### src/rtl/mux_sel_arbiter_pkg.sv
// Shared encodings for the two-requester operand-mux arbiter.
package mux_sel_arbiter_pkg;

  localparam int unsigned CNT_W = 4;

  localparam logic [1:0] ST_IDLE    = 2'd0;
  localparam logic [1:0] ST_GRANT_A = 2'd1;
  localparam logic [1:0] ST_GRANT_B = 2'd2;

  localparam logic [1:0] SEL_A    = 2'b00;
  localparam logic [1:0] SEL_B    = 2'b01;
  localparam logic [1:0] SEL_IDLE = 2'b10;

  localparam logic SIDE_A = 1'b0;
  localparam logic SIDE_B = 1'b1;

  // Moore decode of the mux select from the arbiter state.
  function automatic logic [1:0] sel_of_state(input logic [1:0] st);
    case (st)
      ST_GRANT_A: sel_of_state = SEL_A;
      ST_GRANT_B: sel_of_state = SEL_B;
      default:    sel_of_state = SEL_IDLE;
    endcase
  endfunction

endpackage

### src/rtl/mux_sel_arbiter_burst_counter.sv
// Beat counter for the current grant; AtLimit flags that the next beat completes a burst.
module burst_counter
  import mux_sel_arbiter_pkg::*;
#(
  parameter int unsigned MAX_BURST = 4
) (
  input  logic             Clk,
  input  logic             Reset,
  input  logic             Inc,
  input  logic             Clr,
  output logic [CNT_W-1:0] Count,
  output logic             AtLimit
);

  always_ff @(posedge Clk) begin
    if (Reset || Clr) begin
      Count <= '0;
    end else if (Inc) begin
      Count <= Count + CNT_W'(1);
    end
  end

  // Compare against MAX_BURST-1 so the limiting beat can clear in the same cycle.
  always_comb begin
    AtLimit = (Count == CNT_W'(MAX_BURST - 1));
  end

endmodule

### src/rtl/mux_sel_arbiter.sv
// Round-robin arbiter sharing a 2-to-1 operand mux between requesters A and B,
// with a burst limit and a registered output word.
module mux_sel_arbiter
  import mux_sel_arbiter_pkg::*;
#(
  parameter int unsigned WIDTH     = 4,
  parameter int unsigned MAX_BURST = 4
) (
  input  logic             Clk,
  input  logic             Reset,
  input  logic             ReqA,
  input  logic [WIDTH-1:0] DataA,
  input  logic             ReqB,
  input  logic [WIDTH-1:0] DataB,
  output logic             GntA,
  output logic             GntB,
  output logic [1:0]       Sel,
  output logic [WIDTH-1:0] Out,
  output logic             OutValid,
  output logic             OutSrc
);

  logic [1:0]       state;
  logic [1:0]       state_next;
  logic             last_served;
  logic             xfer;
  logic             cnt_inc;
  logic             cnt_clr;
  logic             at_limit;
  logic [CNT_W-1:0] burst_count;
  logic [WIDTH-1:0] mux_word;

  burst_counter #(
    .MAX_BURST (MAX_BURST)
  ) u_burst_counter (
    .Clk     (Clk),
    .Reset   (Reset),
    .Inc     (cnt_inc),
    .Clr     (cnt_clr),
    .Count   (burst_count),
    .AtLimit (at_limit)
  );

  always_ff @(posedge Clk) begin
    if (Reset) begin
      state <= ST_IDLE;
    end else begin
      state <= state_next;
    end
  end

  always_comb begin
    state_next = state;
    xfer       = 1'b0;
    cnt_inc    = 1'b0;
    cnt_clr    = 1'b0;
    case (state)
      ST_IDLE: begin
        if (ReqA && (!ReqB || last_served == SIDE_B)) begin
          state_next = ST_GRANT_A;
        end else if (ReqB) begin
          state_next = ST_GRANT_B;
        end
      end
      ST_GRANT_A: begin
        if (!ReqA) begin
          cnt_clr    = 1'b1;
          state_next = ReqB ? ST_GRANT_B : ST_IDLE;
        end else begin
          xfer    = 1'b1;
          cnt_inc = 1'b1;
          // A full burst always restarts the count; hand over only if B waits.
          if (at_limit) begin
            cnt_clr = 1'b1;
            if (ReqB) begin
              state_next = ST_GRANT_B;
            end
          end
        end
      end
      ST_GRANT_B: begin
        if (!ReqB) begin
          cnt_clr    = 1'b1;
          state_next = ReqA ? ST_GRANT_A : ST_IDLE;
        end else begin
          xfer    = 1'b1;
          cnt_inc = 1'b1;
          if (at_limit) begin
            cnt_clr = 1'b1;
            if (ReqA) begin
              state_next = ST_GRANT_A;
            end
          end
        end
      end
      default: begin
        state_next = ST_IDLE;
        cnt_clr    = 1'b1;
      end
    endcase
  end

  always_comb begin
    GntA = (state == ST_GRANT_A);
    GntB = (state == ST_GRANT_B);
    Sel  = sel_of_state(state);
  end

  // Operand mux; the idle select recirculates the held output word.
  always_comb begin
    case (Sel)
      SEL_A:   mux_word = DataA;
      SEL_B:   mux_word = DataB;
      default: mux_word = Out;
    endcase
  end

  always_ff @(posedge Clk) begin
    if (Reset) begin
      Out         <= '0;
      OutValid    <= 1'b0;
      OutSrc      <= 1'b0;
      last_served <= SIDE_B;
    end else begin
      OutValid <= xfer;
      if (xfer) begin
        Out    <= mux_word;
        OutSrc <= (state == ST_GRANT_B);
      end
      if (state == ST_GRANT_A) begin
        last_served <= SIDE_A;
      end else if (state == ST_GRANT_B) begin
        last_served <= SIDE_B;
      end
    end
  end

  a_grant_onehot: assert property (@(posedge Clk) !(GntA && GntB));
  a_count_bound:  assert property (@(posedge Clk) disable iff (Reset)
                                   burst_count < CNT_W'(MAX_BURST));

endmodule

### config.mk
export PLATFORM = sky130hd
export DESIGN_NAME = mux_sel_arbiter
export DESIGN_NICKNAME = d
export VERILOG_FILES = /design/src/rtl/mux_sel_arbiter_pkg.sv /design/src/rtl/mux_sel_arbiter_burst_counter.sv /design/src/rtl/mux_sel_arbiter.sv
export SDC_FILE = /design/constraint.sdc
export NUM_CORES = 1
export LEC_CHECK = 0
export BUFFER_PORTS_ARGS = -buffer_cell sky130_fd_sc_hd__buf_2
export CAP_MARGIN = 20
export CORE_MARGIN = 5
export CORE_UTILIZATION = 30
export DETAILED_ROUTE_END_ITERATION = 16
export GPL_TIMING_DRIVEN = 1
export SLEW_MARGIN = 15
export SYNTH_ARGS = -nofsm -noshare
export SYNTH_HDL_FRONTEND = slang
export SYNTH_HIERARCHICAL = 1
export SYNTH_SLANG_ARGS = --single-unit
### constraint.sdc
create_clock -name Clk -period 2.8 [get_ports Clk]
set_input_delay 0 -clock Clk [delete_from_list [all_inputs] [get_ports Clk]]
set_output_delay 0 -clock Clk [all_outputs]
set_load 0.01 [all_outputs]
Yosys cells after proc, flatten, opt, wreduce, memory -nomap -nowiden:

Cells that the tools add are included.

* flip-flop bits (word level): 13
* output and inout bits: 10

* $add $sub $neg: 1
* equal/unequal tests: 7
* mux-type cells: 21
* reduce and logical (&&, ||, !) cells: 10

Operators with widths (count)
* 2-bit 2-to-1 mux: 8
* 1-bit 2-to-1 mux: 8
* 4-bit one-hot mux with 2 select lines: 1
* 3-bit by 2-bit inequality test with 1-bit output (second input constant): 2
* 2-bit one-hot mux with 3 select lines: 1
* 4-bit by 1-bit adder with 4-bit output (second input constant): 1
* 2-bit by 1-bit equality test with 1-bit output (second input constant): 2
* 4-bit by 2-bit equality test with 1-bit output (second input constant): 1
* 2-bit logical NOT: 2
* 2-bit one-hot mux with 2 select lines: 1
* 2-bit nonzero test: 2
* 3-bit inequality test (second input constant): 1
* 1-bit one-hot mux with 3 select lines: 1
* 3-bit AND reduction: 1
* 2-bit equality test (second input constant): 1
* 1-bit logical OR: 2
* 1-bit one-hot mux with 2 select lines: 1
* 2-bit AND reduction: 1
* 1-bit logical AND: 1
* 1-bit logical NOT: 1

Longest topological paths before layout:

* depth in word-level cells: 5
* depth in mapped cells: 6

By module:

Netlist, hierarchy kept.

By module, submodules not included
* mux_sel_arbiter: instances 1, cells an instance 58, area each 548.0 µm², sequential area each 180.2 µm²
* burst_counter: instances 1, cells an instance 18, area each 185.2 µm², sequential area each 80.1 µm²

Least setup slack after synthesis:

No wires, ideal clock.

* path kind: register -> register
* start point: register u_burst_counter.Count[0]
* end point: register u_burst_counter.Count[2]
* arrival time: 1.649 ns
* required time: 2.730 ns
* path slack: 1.081 ns
* stages on the path, launching flop included: 7
* buffers on the path: 0
* clock period less this slack: 1.719 ns
* cells stage by stage: dfxtp_1 ha_1 nor3b_1 or2b_1 a221o_1 or2_2 a21oi_1

* longest elaborated chain between the ends: 5
* elaborated cells on any way between the ends: 7
* those cells by class: 1 x add/sub; 1 x eq/ne; 4 x mux; 1 x reduce/logical

RTL lines
* start, declared: line mux_sel_arbiter_burst_counter.sv:11 `output logic [CNT_W-1:0] Count,`
* start signal, assigned: line mux_sel_arbiter_burst_counter.sv:19 `Count <= Count + CNT_W'(1);`
* 4-bit by 2-bit equality test with 1-bit output (*): line mux_sel_arbiter_burst_counter.sv:25 `AtLimit = (Count == CNT_W'(MAX_BURST - 1));`
* net at_limit: line mux_sel_arbiter.sv:29 `logic at_limit;`
* 1-bit 2-to-1 mux (*): line mux_sel_arbiter.sv:73, mux_sel_arbiter.sv:88
* 1-bit 2-to-1 mux, on equally long branches: line mux_sel_arbiter.sv:82, mux_sel_arbiter.sv:66
* 1-bit one-hot mux with 3 select lines (*): line mux_sel_arbiter.sv:57 `case (state)`
* net cnt_clr: line mux_sel_arbiter.sv:28 `logic cnt_clr;`
* 1-bit logical OR (*): line mux_sel_arbiter_burst_counter.sv:16 `if (Reset || Clr) begin`

The timed path passes the listed nets; every way through them passes the cells marked *.
A chain may end at the register's enable or synchronous reset.

Final worst setup path:

Ends and elaborated chain as after synthesis.

==> qor.yml <==
status:
  status: "completed"
cts:
  clock_path_buffers: 2
  cts-resized-gates: 0
  cts_tree: "done"
  cts.hold.buffers_added: 0
  later_pin_clock_latency_in_the_skew_report_ps: 280
  clock_tree.htree_level_count: 1
  cts_num_sinks: 13
  clock_input_transition_at_the_sequential_cells_of_the_worst_setup_and_hold_paths_ps: 80
  clock-root-buffer: "clkbuf_4"
  tritoncts.num_buffers: 3
  cts.repair_timing.setup_buffer_count: 0
route:
  detail_route.drc_violations: 0
  wl_um: 1510
  drt_iter0_drc: 6
  drt-vias-per-instance: 4.77
  post_drt_wl_per_cell_um: 11.8
  vias: 610
  drt_pass1_iterations: 4
  antenna_violating_nets_left: 0
worst_setup_path:
  critical_path.cell_chain: "ha_1 -> nor3b_1 -> or2b_1 -> a221o_1 -> or2_2 -> a21oi_1"
  critical_path.n_buffers_inverters: 0
  worst-r2r-setup-slack_ps: 950
  critPathLaunchType: "flop"
  worst-endpoint-arrival_ps: 2060
  critical-path-top-delay-family: "simple AND/OR/NAND/NOR gates"
  critPathCaptureType: "flop"
  levels_on_crit_path: 6
  crit_path_top_delay_cell: "a221o_1"
  rr_startpoint: "u_burst_counter/Count[0]"
  worst_setup_path_startpoint: "u_burst_counter/Count[0]"
  r2r.worst_path.cells: 6
  critical_path_class: "flop to flop"
  worst_r2r_endpoint: "u_burst_counter/Count[2]"
  endpoint_of_the_worst_setup_timing_path: "u_burst_counter/Count[2]"
  timing.critical_path.slowest_cell_delay_ps: 380
  cp_max_fanout: 3
  crit_path_required_time_ps: 3020
synth:
  synth_area_leaders: "dfxtp_1 35%, ha_1 10%, mux2i_1 9.6%, a211oi_1 5.1%, nor2_1 4.1%"
  number_of_nets_produced_by_synthesis: 94
  synth_ff_type: "dfxtp_1"
  post_synth_top_area_cell: "dfxtp_1"
  syn_area_um2: 733
  register_area_share_after_synthesis_pct: 35.5
  synth_top_cell_area_share_pct: 35.5
  post_synth.cell_area_avg_um2: 9.65
  synth_edf_count: 0
  synth.area.mux_share_pct: 11.1
  yosys.area_share.xor_xnor_pct: 1.19
  compound_gate_portion_of_the_synthesized_area_pct: 21.2
  synth-seq-cells: 13
  ys.warnings.count: 6
  yosys.area_share.adder_pct: 10.2
  synthDistinctLibCells: 34
  synth_async_reset_ratio_pct: 0
  synth_top_family_by_area: "compound AO/OA/AOI/OAI gates"
  syn-instance-count: 76
  post_synth_and_or_nand_nor_area_fraction_pct: 17.6
power:
  power_leakage_uw: 0.000401
  worst_ir_drop_vdd_v: 0.000421
  pwr_density_cell_mw_per_mm2: 768
cells_and_area:
  layout_common_cells: "21 x buf_2, 13 x dfxtp_1, 8 x nor2_1"
  instances_no_fill: 128
  area.growth.synth_to_final_pct: 21.3
  drive_above_1_share_pct: 30.6
  antenna_cells_inserted: 0
  final_cell_area_um2: 890
  most_frequent_standard_cell_in_the_layout_excluding_fill_and_tap_cells: "buf_2"
  fin_nets: 117
timing:
  timing.final.max_slew_violations: 0
  fmax_mhz: 542
  setup_viol: 0
  finalCriticalPeriod_ps: 1850
  setup_total_negative_slack_ps: 0
  unrepaired_setup_endpoints_after_global_routing: "false"
  fin_worst_skew_ps: 2.46
  max-slew-margin-rel_pct: 76.8
  worst_slew_pin_slew_ps: 348
  hold_ws_ps: 57.3
  period_utilization_post_route_pct: 65.9
  hold_viol_final: 0
job:
  cap_viol_max_count: 0
placement:
  place.detailed.instances: 124
  place_hpwl_um: 1200
  place_congestion: 0.820
  io_buffers: 21
  post_dp_cell_area_um2: 863
floorplanning:
  dieArea_mm2: 0.00353
  floorplan.die.width_um: 59.4
  start_util_pct: 30.4
  number_of_rows_in_the_core_area: 18
  floorplan.die.height_um: 59.4
  boundaryPins: 22
  core_area_mm2: 0.00241
grt:
  met3_usage_pct: 4.36
  initial_antenna_violation_count: 0
  first_global_vias: 571
  grt.met2_usage_pct: 15.0
  grt_util_met1_pct: 10.6
  most_used_routing_layer_in_global_routing: "met2"
  maximum_number_of_pins_on_one_net_before_global_route_repair: 15
  grt_overflow: 0
  globalRouteTotalUtil_pct: 9.21
  global_route_wire_length_before_repair_um: 2410
hold_path:
  hold_class: "input pin to flop"
==> per-layer routing <==
metal	vias to the layer above	part of all wire, %
li1	318	-
met5	-	0
met3	4	5.0
met2	9	48
met1	279	46
met4	0	1.1
==> worst register-to-register path: cells and delay by family (launching register included) <==
kind,cells,cell delay [ps]
flops,1,340
compound gates,2,490
fa+ha+maj,1,230
simple gates,3,720
==> flip-flops by register name, summed over array words and instances (netlist names) <==
signal	cells
state	2
OutValid	1
Out	4
OutSrc	1
u_burst_counter/Count	4
last_served	1
==> worst min path at each step <==
stage	from	end	depth (start not counted)	slack (ps)
4_1_cts	DataA[1]	Out[1]	3	50
3_5_place_dp	DataA[1]	Out[1]	3	360
2_1_floorplan	Reset	u_burst_counter/Count[2]	2	180
5_1_grt	DataB[1]	Out[1]	3	60
6_report	DataA[0]	Out[0]	3	60
3_3_place_gp	Reset	OutSrc	2	350
==> report_power, final <==
| group | switching (uW) | total (uW) | internal [uW] |
|---|---|---|---|
| combinational | 176 | 319 | 143 |
| sequential | 27.2 | 246 | 219 |
| clock | 62.5 | 118 | 55.3 |
| total | 266 | 683 | 417 |
==> kinds of logic (layout without fill, tap and decap cells) <==
family	Yosys count	after routing
buffers and inverters	6	28
flip-flops	13	13
multiplexers	8	8
AND/OR/NAND/NOR	23	23
XOR/XNOR	1	1
adder cells (fa/ha/maj)	6	6
AO/OA/AOI/OAI	19	19
==> cell type report <==
type | count | area [um^2]
timing repair buffer | 21 | 105
clock buffer | 4 | 26.3
fill | 252 | 1520
multi-input combinational | 57 | 449
tap | 30 | 37.5
inverter | 3 | 11.3
sequential | 13 | 260
==> cells in the mapped netlist (2+ instances only) <==
library cell,count
a211oi_1,5
a21oi_1,2
dfxtp_1,13
ha_1,6
inv_1,3
mux2i_1,7
nand2_1,2
nand2b_1,2
nor2_1,8
nor3_1,2
nor3b_1,2
o21ai_0,2
==> through the flow <==
step | total power (uW) | setup WS, ps | util, %
6_report | 683 | 954 | 36.9
5_1_grt | 741 | 860 | 36.9
4_1_cts | 694 | 949 | 36.9
3_5_place_dp | 574 | 976 | 35.8
3_3_place_gp | 574 | 982 | 35.8
2_1_floorplan | 486 | 1080 | -
(Power assumes the default switching activity.)
